## src/rtl/prt_scaler_krnl_tap.sv

```systemverilog
// Kernel tap generator: builds a 2-line x 5-pixel sliding window from a stream of
// pixel pairs, replicating the first pixel on load and the last pixel during the flush.
module prt_scaler_krnl_tap #(
    parameter int P_BPC = 8
) (
    input  logic             CLK_IN,
    input  logic             RST_IN,
    input  logic             DAT_VLD_IN,
    output logic             DAT_RDY_OUT,
    input  logic             DAT_SOL_IN,
    input  logic             DAT_EOL_IN,
    input  logic [P_BPC-1:0] DAT0_IN,
    input  logic [P_BPC-1:0] DAT1_IN,
    output logic [P_BPC-1:0] A_DAT_OUT,
    output logic [P_BPC-1:0] B_DAT_OUT,
    output logic [P_BPC-1:0] C_DAT_OUT,
    output logic [P_BPC-1:0] D_DAT_OUT,
    output logic [P_BPC-1:0] E_DAT_OUT,
    output logic [P_BPC-1:0] F_DAT_OUT,
    output logic [P_BPC-1:0] G_DAT_OUT,
    output logic [P_BPC-1:0] H_DAT_OUT,
    output logic [P_BPC-1:0] I_DAT_OUT,
    output logic [P_BPC-1:0] J_DAT_OUT,
    output logic             TAP_VLD_OUT,
    output logic             TAP_SOL_OUT,
    output logic             TAP_EOL_OUT,
    output logic [1:0]       DBG_STATE_OUT
);

    typedef enum logic [1:0] {
        IDLE   = 2'd0,
        RUN    = 2'd1,
        FLUSH1 = 2'd2,
        FLUSH2 = 2'd3
    } state_t;

    // Handshake: a pixel pair transfers on a rising edge where DAT_VLD_IN and
    // DAT_RDY_OUT are both high; DAT_RDY_OUT never depends on DAT_VLD_IN.
    state_t state, state_nxt;
    logic                  rdy_q;
    logic                  xfer;
    logic                  do_load;
    logic                  do_shift;
    logic [P_BPC-1:0]      shift_in0;
    logic [P_BPC-1:0]      shift_in1;
    logic [1:0]            cnt_q;
    // Index 0 is the oldest pixel (A/F), index 4 the newest (E/J).
    logic [4:0][P_BPC-1:0] line0_q;
    logic [4:0][P_BPC-1:0] line1_q;
    logic                  vld_q;
    logic                  sol_q;
    logic                  eol_q;

    assign xfer = DAT_VLD_IN & rdy_q;

    always_comb begin
        state_nxt = state;
        do_load   = 1'b0;
        do_shift  = 1'b0;
        shift_in0 = DAT0_IN;
        shift_in1 = DAT1_IN;
        case (state)
            IDLE: begin
                if (xfer && DAT_SOL_IN) begin
                    do_load   = 1'b1;
                    state_nxt = DAT_EOL_IN ? FLUSH1 : RUN;
                end
            end
            RUN: begin
                // SOL without a preceding EOL aborts the current line with no flush.
                if (xfer) begin
                    do_load   = DAT_SOL_IN;
                    do_shift  = ~DAT_SOL_IN;
                    state_nxt = DAT_EOL_IN ? FLUSH1 : RUN;
                end
            end
            FLUSH1: begin
                do_shift  = 1'b1;
                shift_in0 = line0_q[4];
                shift_in1 = line1_q[4];
                state_nxt = FLUSH2;
            end
            FLUSH2: begin
                do_shift  = 1'b1;
                shift_in0 = line0_q[4];
                shift_in1 = line1_q[4];
                state_nxt = IDLE;
            end
            default: state_nxt = IDLE;
        endcase
    end

    always_ff @(posedge CLK_IN or negedge RST_IN) begin
        if (!RST_IN) begin
            state   <= IDLE;
            rdy_q   <= 1'b1;
            cnt_q   <= 2'd0;
            line0_q <= '0;
            line1_q <= '0;
            vld_q   <= 1'b0;
            sol_q   <= 1'b0;
            eol_q   <= 1'b0;
        end else begin
            state <= state_nxt;
            rdy_q <= (state_nxt == IDLE) || (state_nxt == RUN);
            vld_q <= do_shift && (cnt_q != 2'd0);
            sol_q <= do_shift && (cnt_q == 2'd1);
            eol_q <= do_shift && (cnt_q != 2'd0) && (state == FLUSH2);
            if (do_load) begin
                line0_q <= {5{DAT0_IN}};
                line1_q <= {5{DAT1_IN}};
                cnt_q   <= 2'd0;
            end else if (do_shift) begin
                line0_q <= {shift_in0, line0_q[4:1]};
                line1_q <= {shift_in1, line1_q[4:1]};
                cnt_q   <= (cnt_q == 2'd2) ? 2'd2 : cnt_q + 2'd1;
            end
        end
    end

    assign DAT_RDY_OUT   = rdy_q;
    assign A_DAT_OUT     = line0_q[0];
    assign B_DAT_OUT     = line0_q[1];
    assign C_DAT_OUT     = line0_q[2];
    assign D_DAT_OUT     = line0_q[3];
    assign E_DAT_OUT     = line0_q[4];
    assign F_DAT_OUT     = line1_q[0];
    assign G_DAT_OUT     = line1_q[1];
    assign H_DAT_OUT     = line1_q[2];
    assign I_DAT_OUT     = line1_q[3];
    assign J_DAT_OUT     = line1_q[4];
    assign TAP_VLD_OUT   = vld_q;
    assign TAP_SOL_OUT   = sol_q;
    assign TAP_EOL_OUT   = eol_q;
    assign DBG_STATE_OUT = state;

endmodule

```

## config.mk

```make
export PLATFORM = sky130hd
export DESIGN_NAME = prt_scaler_krnl_tap
export DESIGN_NICKNAME = d
export VERILOG_FILES = /design/src/rtl/prt_scaler_krnl_tap.sv
export SDC_FILE = /design/constraint.sdc
export NUM_CORES = 1
export LEC_CHECK = 0
export ABC_AREA = 0
export ABC_CLOCK_PERIOD_IN_PS = 3700
export BUFFER_PORTS_ARGS = -buffer_cell sky130_fd_sc_hd__buf_4
export CORE_ASPECT_RATIO = 0.75
export CORE_UTILIZATION = 40
export CTS_BUF_LIST = sky130_fd_sc_hd__clkbuf_8
export CTS_CLUSTER_SIZE = 28
export DETAILED_ROUTE_END_ITERATION = 6
export GPL_TIMING_DRIVEN = 0
export PLACE_DENSITY_LB_ADDON = 0.2
export SYNTH_ARGS = -nofsm -noshare
export SYNTH_HDL_FRONTEND = slang
export SYNTH_SLANG_ARGS = --single-unit
```

## constraint.sdc

```tcl
create_clock -name CLK_IN -period 3.7 [get_ports CLK_IN]
set_input_delay 0.37 -clock CLK_IN [delete_from_list [all_inputs] [get_ports CLK_IN]]
set_output_delay 0.37 -clock CLK_IN [all_outputs]
set_load 0.02 [all_outputs]
```

; ---- After elaboration in Yosys (flattened, before gate mapping)
; Index checks and enable logic that the tools add are counted.
[classes]
addsub = 1
eq_ne = 7
mux = 18
n_bitwise = 2
n_reduce_logical = 11
[op_table]
columns = cell, count
row1 = 40-bit 2-to-1 mux, 4
row2 = 8-bit 2-to-1 mux, 2
row3 = 2-bit 2-to-1 mux, 6
row4 = 2-bit case mux with 4 select lines, 1
row5 = 2-bit by 1-bit equality test with 1-bit output (second input constant), 3
row6 = 2-bit equality test (second input constant), 3
row7 = 1-bit logical AND, 4
row8 = 2-bit logical NOT, 2
row9 = 1-bit case mux with 2 select lines, 2
row10 = 2-bit nonzero test, 2
row11 = 1-bit 2-to-1 mux, 3
row12 = 2-bit by 1-bit adder with 2-bit output (second input constant), 1
row13 = 2-bit by 1-bit inequality test with 1-bit output (second input constant), 1
row14 = 2-bit AND reduction, 1
row15 = 2-bit OR reduction, 1
row16 = 1-bit bitwise AND, 1
row17 = 1-bit logical OR, 1
row18 = 1-bit inverter, 1
[totals]
reg_bits = 88
input_bits = 21
output_inout_bits = 86
elab_cells = 55

; ---- Logic depth before layout (Yosys ltp)
; Gate-level depths: netlist of run 1.
[logic_depth]
ltp_word = 6
mapped_depth = 5
mapped_depth_nobuf = 4

; ---- Worst setup path before layout of run 1
; No wires, ideal clock.
[synth_path]
path_type = register to register
startpoint = reg state[1] (netlist: DBG_STATE_OUT[1])
endpoint = reg line0_q (netlist bit A_DAT_OUT[0])
setup_ns = 0.125
t_arrival_ns = 1.636
t_required_ns = 3.575
slack_ns = 1.939
stages_incl_launch_ff = 6
path_buffers = 2
period_less_slack_ns = 1.761
path_cell_list = dfrtp_1 nand4b_4 buf_6 buf_6 mux2_4 mux2_2
[synth_between]
elab_chain_cells = 4
word_cells_on_any_way = 9
cone_classes = eq/ne (3) / mux (3) / reduce/logical (3)
[synth_rtl]
columns = element, line_no
row1 = from (decl), 39  ; state_t state, state_nxt;
row2 = from (signal assigned), 104  ; state <= state_nxt;
row3 = 2-bit equality test, 62  ; case (state)
row4 = 2-bit OR reduction (no line), n/a
row5 = 1-bit case mux with 2 select lines, 62
row6 = 2-bit nonzero test (no line), n/a
row7 = to (signal assigned), 110  ; line0_q <= {5{DAT0_IN}};
row8 = to (signal assigned), 114  ; line0_q <= {shift_in0, line0_q[4:1]};
row9 = to (decl), 48  ; logic [4:0][P_BPC-1:0] line0_q;
; Parallel ways exist; a longest one is shown, timed or not.
; A chain may end at the register's enable or synchronous reset.

; ---- Final worst setup path of run 1
[layout_path]
startpoint = reg rdy_q (netlist: DAT_RDY_OUT)
endpoint = reg line1_q (netlist bit J_DAT_OUT[2])
[layout_between]
elab_chain_cells = 6
word_cells_on_any_way = 11
cone_classes = eq/ne (1) / mux (6) / bitwise (1) / reduce/logical (3)
[layout_rtl]
columns = element, line_no
row1 = from (decl), 40  ; logic rdy_q;
row2 = from (signal assigned), 105  ; rdy_q <= (state_nxt == IDLE) || (state_nxt == RUN);
row3 = 1-bit bitwise AND *, 54  ; assign xfer = DAT_VLD_IN & rdy_q;
row4 = 1-bit logical AND, 64  ; if (xfer && DAT_SOL_IN) begin
row5 = 1-bit 2-to-1 mux, 64
row6 = 1-bit case mux with 2 select lines, 62
row7 = 2-bit by 1-bit inequality test with 1-bit output (no line) / 2-bit nonzero test (equally long branches), n/a
row8 = 2-bit AND reduction (no line), n/a
row9 = to (signal assigned), 111  ; line1_q <= {5{DAT1_IN}};
row10 = to (signal assigned), 115  ; line1_q <= {shift_in1, line1_q[4:1]};
row11 = to (decl), 49  ; logic [4:0][P_BPC-1:0] line1_q;
; Every way passes the cells marked *; elsewhere a longest branch is shown, timed or not.

==> results of run 1 <==
## sequential cells by signal, indices dropped and copies added (netlist names), named ones only
signal and cells:
J_DAT_OUT 8, F_DAT_OUT 8, C_DAT_OUT 8, E_DAT_OUT 8, B_DAT_OUT 8, TAP_SOL_OUT 1, cnt_q 2, DBG_STATE_OUT 1
DAT_RDY_OUT 1, I_DAT_OUT 8, H_DAT_OUT 8, D_DAT_OUT 8, TAP_VLD_OUT 1, A_DAT_OUT 8, TAP_EOL_OUT 1, G_DAT_OUT 8
## cells by family after synthesis
kind of cell | count (synthesis) | synth area share
AND/OR/NAND/NOR | 12 | 0.0208
flip-flops | 88 | 0.516
buffers and inverters | 19 | 0.0296
AO/OA/AOI/OAI | 9 | 0.0152
multiplexers | 144 | 0.413
adder cells (fa/ha/maj) | 2 | 0.00586
## critical path, delay by kind of cell, from the launching register on
kind	cells	cell delay, ps
DFF	1	610
buffers and inverters	1	320
and+or+nand+nor	2	590
muxes	1	350
## cell type report
class / count / share of cell area
repair buffers: 106 / 0.147
inverters: 4 / 0.00277
plain buffers: 15 / 0.0205
multi-input cells: 167 / 0.358
clock inverters: 4 / 0.00346
well taps: 136 / 0.0314
flip-flops and latches: 88 / 0.406
clock buffers: 12 / 0.0305
## cell usage after synthesis (all sizes together)
library cell  number  area share
a31oi              2      0.0029
nand4b             2      0.0076
nand3              1      0.0012
inv                4      0.0035
dfstp              1      0.0062
a21bo              1      0.0023
nor3               1      0.0038
a22o               1      0.0021
ha                 2      0.0059
a22oi              1      0.0018
o21ai              1      0.0012
nor2b              1      0.0015
a21boi             1      0.0018
nor2               3      0.0026
and2               1      0.0015
dfrtp             87        0.51
o21a               1      0.0018
nand2              3      0.0026
buf               15       0.026
o22ai              1      0.0015
mux2             144        0.41
## per-stage QoR
| stage | util | cells | power, mW | setup WS (ps) | hold WS [ps] |
|---|---|---|---|---|---|
| after floorplan | - | 274 | 3.95 | 1940 | 74.4 |
| after global placement | 0.507 | 516 | 5.04 | 1700 | 491 |
| after detailed placement | 0.507 | 516 | 5.12 | 1650 | 498 |
| after CTS | 0.525 | 532 | 5.75 | 1650 | 151 |
| after global routing | 0.525 | 532 | 6.04 | 1530 | 156 |
| final | 0.525 | 532 | 5.68 | 1710 | 177 |
## power breakdown
group / leakage, nW / internal (mW) / switching (mW)
Clock: 0.103 / 0.294 / 0.333
Combinational: 1.45 / 1.77 / 1.43
Sequential: 1.05 / 1.47 / 0.376
Total: 2.60 / 3.54 / 2.14
## how the worst min path moves through the flow
stage	to	start
global placement	A_DAT_OUT[0]	A_DAT_OUT[0]
finish	DAT_RDY_OUT	DAT_EOL_IN
detailed placement	F_DAT_OUT[3]	F_DAT_OUT[3]
global route	DAT_RDY_OUT	DAT_EOL_IN
floorplan	A_DAT_OUT[0]	RST_IN
CTS	DAT_RDY_OUT	DAT_EOL_IN
## routing by layer
| layer | up-vias | routed length (µm) |
|---|---|---|
| met3 | 7 | 464 |
| met2 | 61 | 4160 |
| met4 | 0 | 83 |
| li1 | 1227 | - |
| met5 | - | 0 |
| met1 | 1339 | 4320 |
==> flow_summary.ini, run 1 <==
[timing]
hold_viol_final = 0
skew_ps = 9.71
tightest_slew_ps = 1120
setup-tns-final_ps = 0
finalCritPeriodShare = 0.537
fmax_mhz = 504
max_slew_margin = 0.250
period_needed_ps = 1990
slew_viol_final = 0
rsz0062_at_grt = false
final-setup-viol-count = 0

[setup_path]
timing.rr.start = DAT_RDY_OUT
crit_start = DAT_RDY_OUT
required_ps = 3940
worstPathArrival_ps = 2230
reg2reg_depth = 4
endpoint_kind = flop
slowest_stage = dfstp_2
crit_chain = nand2_1 -> nor3_4 -> buf_4 -> mux2_2
endpoint = J_DAT_OUT[2]
critical_path_class = reg -> reg
r2r-end = J_DAT_OUT[2]
cpPeakStageDelay_ps = 610
cp_max_fo = 10
critPathLaunchType = flop
setup.reg_to_reg.worst_slack_ps = 1710

[clocking]
cts-hold-fix-buffers = 0
cts_tree = yes
post_cts_resized = 0
htree_levels = 3
clockRootBuffer = clkbuf_8
numCtsBuffers = 9
path_clk_slew_ps = 80
cts_setup_buffers = 0
max-clock-path-buffers = 2
clock_latency_ps = 360
clock_sinks = 88

[layout]
multi_input_area_um2 = 1940
mostFrequentLayoutCell = buf_4
final_cell_area_um2 = 5420
fill_cells = 907
drive_gt1_frac = 0.717
final_cell_mix = 108 x buf_4, 106 x mux2_2, 87 x dfrtp_1, 38 x mux2_4, 12 x clkbuf_8
syn2layout_area_growth_pct = 26.9
final-seq-area_um2 = 2200
nNetsFinal = 414
insertedDiodeCount = 0

[die]
boundaryPins = 107
rows = 32
coreArea_um2 = 10300
die_w_um = 121
die-area_um2 = 11100
die_h_um = 91.5
start_util = 0.414

[power_and_ir_drop]
ir_drop_mv = 0.456
power_density_nw_per_um2 = 1050
p_leak_nw = 2.60

[grt]
grt-ovfl-total = 0
use_met1 = 0.237
grt_pass1_wl_um = 14700
grt_pass1_vias = 2735
grt_use_met3 = 0.0565
grt.busiest_layer = met2
antenna_found_initial = 0
use_met2 = 0.269
grt_max_degree = 89
grt_use_total = 0.176

[logic_synthesis]
synth_nets = 297
ys_warn_count = 0
ys_seq_area_frac = 0.516
syn-instance-count = 274
avgSynthCellArea_um2 = 15.6
ys_ff_latch = 88
synthDistinctLibCells = 25
synth_area_um2 = 4270

[drt]
antenna_left = 0
drt_iter0_drc = 84
route.detailed.vias_per_inst = 4.95
drt-pass1-iter-count = 4
drc = 0
routed_wl_um = 9030
avgRoutedWirePerCell_um = 17.0
num_vias = 2634

[place]
place_area_um2 = 5240
hpwl_um = 6220
gp_congestion = 0.723
portBuffers = 106

[run]
cap_violations = 0

[hold_path]
min_path_cells = 2
hp-class = in -> reg

[status]
status = completed
(Power assumes the default switching activity.)
==> run 2, diff against run 1 <==
ABC_CLOCK_PERIOD_IN_PS = 1800   (was 3700)
clock period = 1.8 ns   (was 3.7 ns; I/O delays follow)
==> flow_summary.ini, run 2 (synthesis gave the netlist of run 1 again) <==
[status]
status = completed

[layout]
fill_cells = 902
final_cell_mix = 117 x buf_4, 106 x mux2_2, 86 x dfrtp_1, 38 x mux2_4, 12 x clkbuf_8
fin_cells = 543
mostFrequentLayoutCell = buf_4
insertedDiodeCount = 0
syn2layout_area_growth_pct = 30.0
drive_gt1_frac = 0.727
final_cell_area_um2 = 5560
nNetsFinal = 425

[grt]
use_met2 = 0.268
grt_pass1_wl_um = 14800
grt_use_met3 = 0.0565
antenna_found_initial = 0
grt_max_degree = 89
grt_use_total = 0.177
grt-ovfl-total = 0
grt_pass1_vias = 2749
grt.busiest_layer = met2
use_met1 = 0.240

[power_and_ir_drop]
power_density_nw_per_um2 = 2150
combPwrFrac = 0.577
power_mw = 12.0
seq_power_share = 0.315
p_leak_nw = 2.66
p_int_mw = 7.50
p_sw_mw = 4.45
switching_share = 0.372
pwr-share-clk = 0.108
ir_drop_mv = 0.945

[die]
boundaryPins = 107
start_util = 0.414
die-area_um2 = 11100
rows = 32
coreArea_um2 = 10300
die_w_um = 121
die_h_um = 91.5

[setup_path]
timing.rr.start = DAT_RDY_OUT
cpPeakStageDelay_ps = 570
slowest_stage = dfstp_2
worstPathArrival_ps = 1970
crit_family = multiplexers
crit_start = DAT_RDY_OUT
crit_chain = nand4b_4 -> buf_12 -> buf_6 -> mux2_4 -> mux2_2
endpoint_kind = flop
critPathBufInv = 2
critPathLaunchType = flop
required_ps = 2050
cp_max_fo = 10
critical_path_class = reg -> reg

[place]
gp_congestion = 0.723
place_inst = 516
hpwl_um = 6220
portBuffers = 106
place_area_um2 = 5240

[run]
cap_violations = 0

[timing]
tightest_slew_ps = 1120
finalCritPeriodShare = 0.956
fmax_mhz = 581
period_needed_ps = 1720
final-setup-viol-count = 0
hold_viol_final = 0
holdWs_ps = 13.6
slew_viol_final = 0
skew_ps = 9.44
max_slew_margin = 0.251

[drt]
drt_iter0_drc = 83
route.detailed.vias_per_inst = 4.94
drc = 0
num_vias = 2684
routed_wl_um = 9110
antenna_left = 0
avgRoutedWirePerCell_um = 16.8
drt-pass1-iter-count = 4

[clocking]
path_clk_slew_ps = 80
clockRootBuffer = clkbuf_8
clock_sinks = 88
clock_latency_ps = 360
max-clock-path-buffers = 2
cts_tree = yes
numCtsBuffers = 9
htree_levels = 3

[hold_path]
hp-class = in -> async
[run 2: path summary, 6_finish.rpt]
check,slack (ps),cells after the start,end
max,80,5,I_DAT_OUT[1]
min,10,1,F_DAT_OUT[2]
max reg2reg,80,5,I_DAT_OUT[1]
min reg2reg,510,1,A_DAT_OUT[1]
max in group asynchronous,1010,1,DBG_STATE_OUT[1]
min in group CLK_IN,90,2,E_DAT_OUT[6]
[run 2: layout make-up]
type                       count  area, µm²  share of cell area
sequential                    88       2200               0.397
multi-input combinational    167       1950               0.350
timing repair buffer         117        881               0.159
tap                          136        170              0.0306
clock buffer                  12        165              0.0297
buffer                        15        155              0.0279
clock inverter                 4       18.8             0.00338
inverter                       4       15.0             0.00270
[run 2: repair_timing]
item / in CTS / in global routing
setup buffers: 1 / 9
hold buffers: 1 / 0
pin swaps: 1 / 0
endpoints found under the hold margin: 1 / 0
endpoints found under the setup margin: 59 / 57
gates resized for setup: 9 / 6
[run 2: power by group through the flow]
stage,sequential (mW),combinational [mW],clock (mW)
floorplan,4.90,3.22,0
CTS,3.81,6.77,1.34
global route,3.93,7.36,1.42
finish,3.77,6.90,1.29
global placement,3.79,6.57,0
detailed placement,3.84,6.67,0
[run 2: per-layer routing]
layer | vias to the layer above | wire (µm)
met5 | - | 0
met4 | 0 | 90
met3 | 7 | 465
met2 | 61 | 4160
met1 | 1369 | 4400
li1 | 1247 | -
[run 2: through the flow]
stage / util / setup slack (ps) / setup TNS, ps
after detailed placement: 0.507 / -246 / -8590
final: 0.538 / 79.0 / 0
after global routing: 0.538 / -1.83 / -1.83
after CTS: 0.529 / -10.6 / -56.6
after floorplan: - / 39.0 / 0
after global placement: 0.507 / -197 / -7040
==> run 3, diff against run 2 <==
PLACE_DENSITY = 0.74   (was default)
PLACE_DENSITY_LB_ADDON = default   (was 0.2)
==> flow_summary.ini, run 3 (synthesis gave the netlist of run 1 again) <==
[setup_path]
reg2reg_depth = 5
cp_max_fo = 10
r2r-end = A_DAT_OUT[2]
required_ps = 2040
timing.rr.start = DAT_RDY_OUT
critPathLaunchType = flop
critical_path_class = reg -> reg
setup.reg_to_reg.worst_slack_ps = 50
endpoint_kind = flop
worstPathArrival_ps = 1990

[drt]
drt_iter0_drc = 85
drt-pass1-iter-count = 4
avgRoutedWirePerCell_um = 17.2
routed_wl_um = 9380
drc = 0
antenna_left = 0
route.detailed.vias_per_inst = 4.98
num_vias = 2709

[power_and_ir_drop]
p_int_mw = 7.76
ir_drop_mv = 0.914
p_sw_mw = 4.50
power_mw = 12.3
seq_power_share = 0.309
p_leak_nw = 2.69
switching_share = 0.367
pwr-share-clk = 0.125
power_density_nw_per_um2 = 2190
combPwrFrac = 0.566

[status]
status = finished with violations
violations = negative hold slack

[die]
die_w_um = 121
boundaryPins = 107
die-area_um2 = 11100
coreArea_um2 = 10300
die_h_um = 91.5
start_util = 0.414
rows = 32

[timing]
final-setup-viol-count = 0
slew_viol_final = 0
max_slew_margin = 0.244
period_needed_ps = 1750
tightest_slew_ps = 1130
finalCritPeriodShare = 0.973
holdWs_ps = -1.64
fmax_mhz = 571
setup-tns-final_ps = 0
skew_ps = 12.4
rsz0062_at_grt = false
hold_viol_final = 1

[clocking]
numCtsBuffers = 9
clock_sinks = 88
cts_tree = yes
max-clock-path-buffers = 2
clock_latency_ps = 360
path_clk_slew_ps = 90
htree_levels = 3
clockRootBuffer = clkbuf_8

[place]
portBuffers = 106
hpwl_um = 6380
gp_congestion = 0.713

[grt]
grt_pass1_vias = 2769
grt_use_total = 0.177
grt-ovfl-total = 0
grt_pass1_wl_um = 15000
grt_max_degree = 89
antenna_found_initial = 0

[hold_path]
hp-class = in -> async

[layout]
syn2layout_area_growth_pct = 31.2
mostFrequentLayoutCell = buf_4
final_cell_mix = 118 x buf_4, 106 x mux2_2, 86 x dfrtp_1, 38 x mux2_4, 11 x clkbuf_8
nNetsFinal = 426
insertedDiodeCount = 0
drive_gt1_frac = 0.725
fill_cells = 873

[run]
cap_violations = 0
run 3: cell types whose count changed in the layout (fill, tap and decap cells not counted):
cell | before | now
clkbuf_8 | 12 | 11
inv_1 | 5 | 6
clkinv_2 | 3 | 1
buf_4 | 117 | 118
bufinv_16 | 0 | 2
run 3: critical path, cell delays in order (launching register included):
cell and delay, ps:
dfstp_2 590, nand4b_4 140, buf_12 170, buf_6 160, mux2_4 300, mux2_2 270
run 3: worst max path at each step:
stage                     start           end  slack [ps]  depth (start not counted)
6_report            DAT_RDY_OUT  A_DAT_OUT[2]          50                          5
5_1_grt             DAT_RDY_OUT  A_DAT_OUT[6]           2                          5
4_1_cts             DAT_RDY_OUT  A_DAT_OUT[2]           4                          5
3_5_place_dp        DAT_RDY_OUT  A_DAT_OUT[2]        -180                          5
3_3_place_gp        DAT_RDY_OUT  E_DAT_OUT[7]        -140                          4
2_1_floorplan  DBG_STATE_OUT[1]  A_DAT_OUT[0]          40                          5
run 3: final cells by class:
cell class,count,area (µm²),share of cell area
sequential,88,2200,0.393
inverter,4,15.0,0.00268
tap,136,170,0.0304
clock buffer,11,151,0.0270
clock inverter,5,72.6,0.0129
timing repair buffer,118,888,0.159
multi-input combinational,167,1950,0.347
buffer,15,155,0.0277
run 3: repair_timing:
item                                    CTS  global route
endpoints found under the setup margin   66            51
hold endpoints to repair                  1             0
gates resized for setup                  12             3
setup buffers                             1            10
hold buffers                              1             0
pin swaps                                 1             0
run 3: power groups by stage:
stage | sequential, mW | combinational, mW | clock (mW)
final | 3.79 | 6.93 | 1.54
after CTS | 3.82 | 6.83 | 1.59
after global routing | 3.93 | 7.37 | 1.67
after detailed placement | 3.85 | 6.69 | 0
after floorplan | 4.90 | 3.22 | 0
after global placement | 3.79 | 6.54 | 0
run 3: per-layer routing:
| layer | part of all wire | GRT usage | vias to the layer above |
|---|---|---|---|
| met5 | 0 | 0 | - |
| li1 | - | - | 1247 |
| met2 | 0.46 | 0.275 | 74 |
| met3 | 0.058 | 0.0546 | 12 |
| met1 | 0.47 | 0.235 | 1376 |
| met4 | 0.013 | 0.0556 | 0 |
run 3: metrics by stage:
step                hold WS [ps]  cells  instance area [µm²]  utilization  setup slack, ps
floorplan                   -116    274                 4270            -             39.0
global placement             348    516                 5240        0.507             -139
detailed placement           358    516                 5240        0.507             -179
CTS                         63.9    534                 5520        0.534             3.73
global route                67.2    544                 5600        0.543             1.64
finish                     -1.64    544                 5600        0.543             47.9
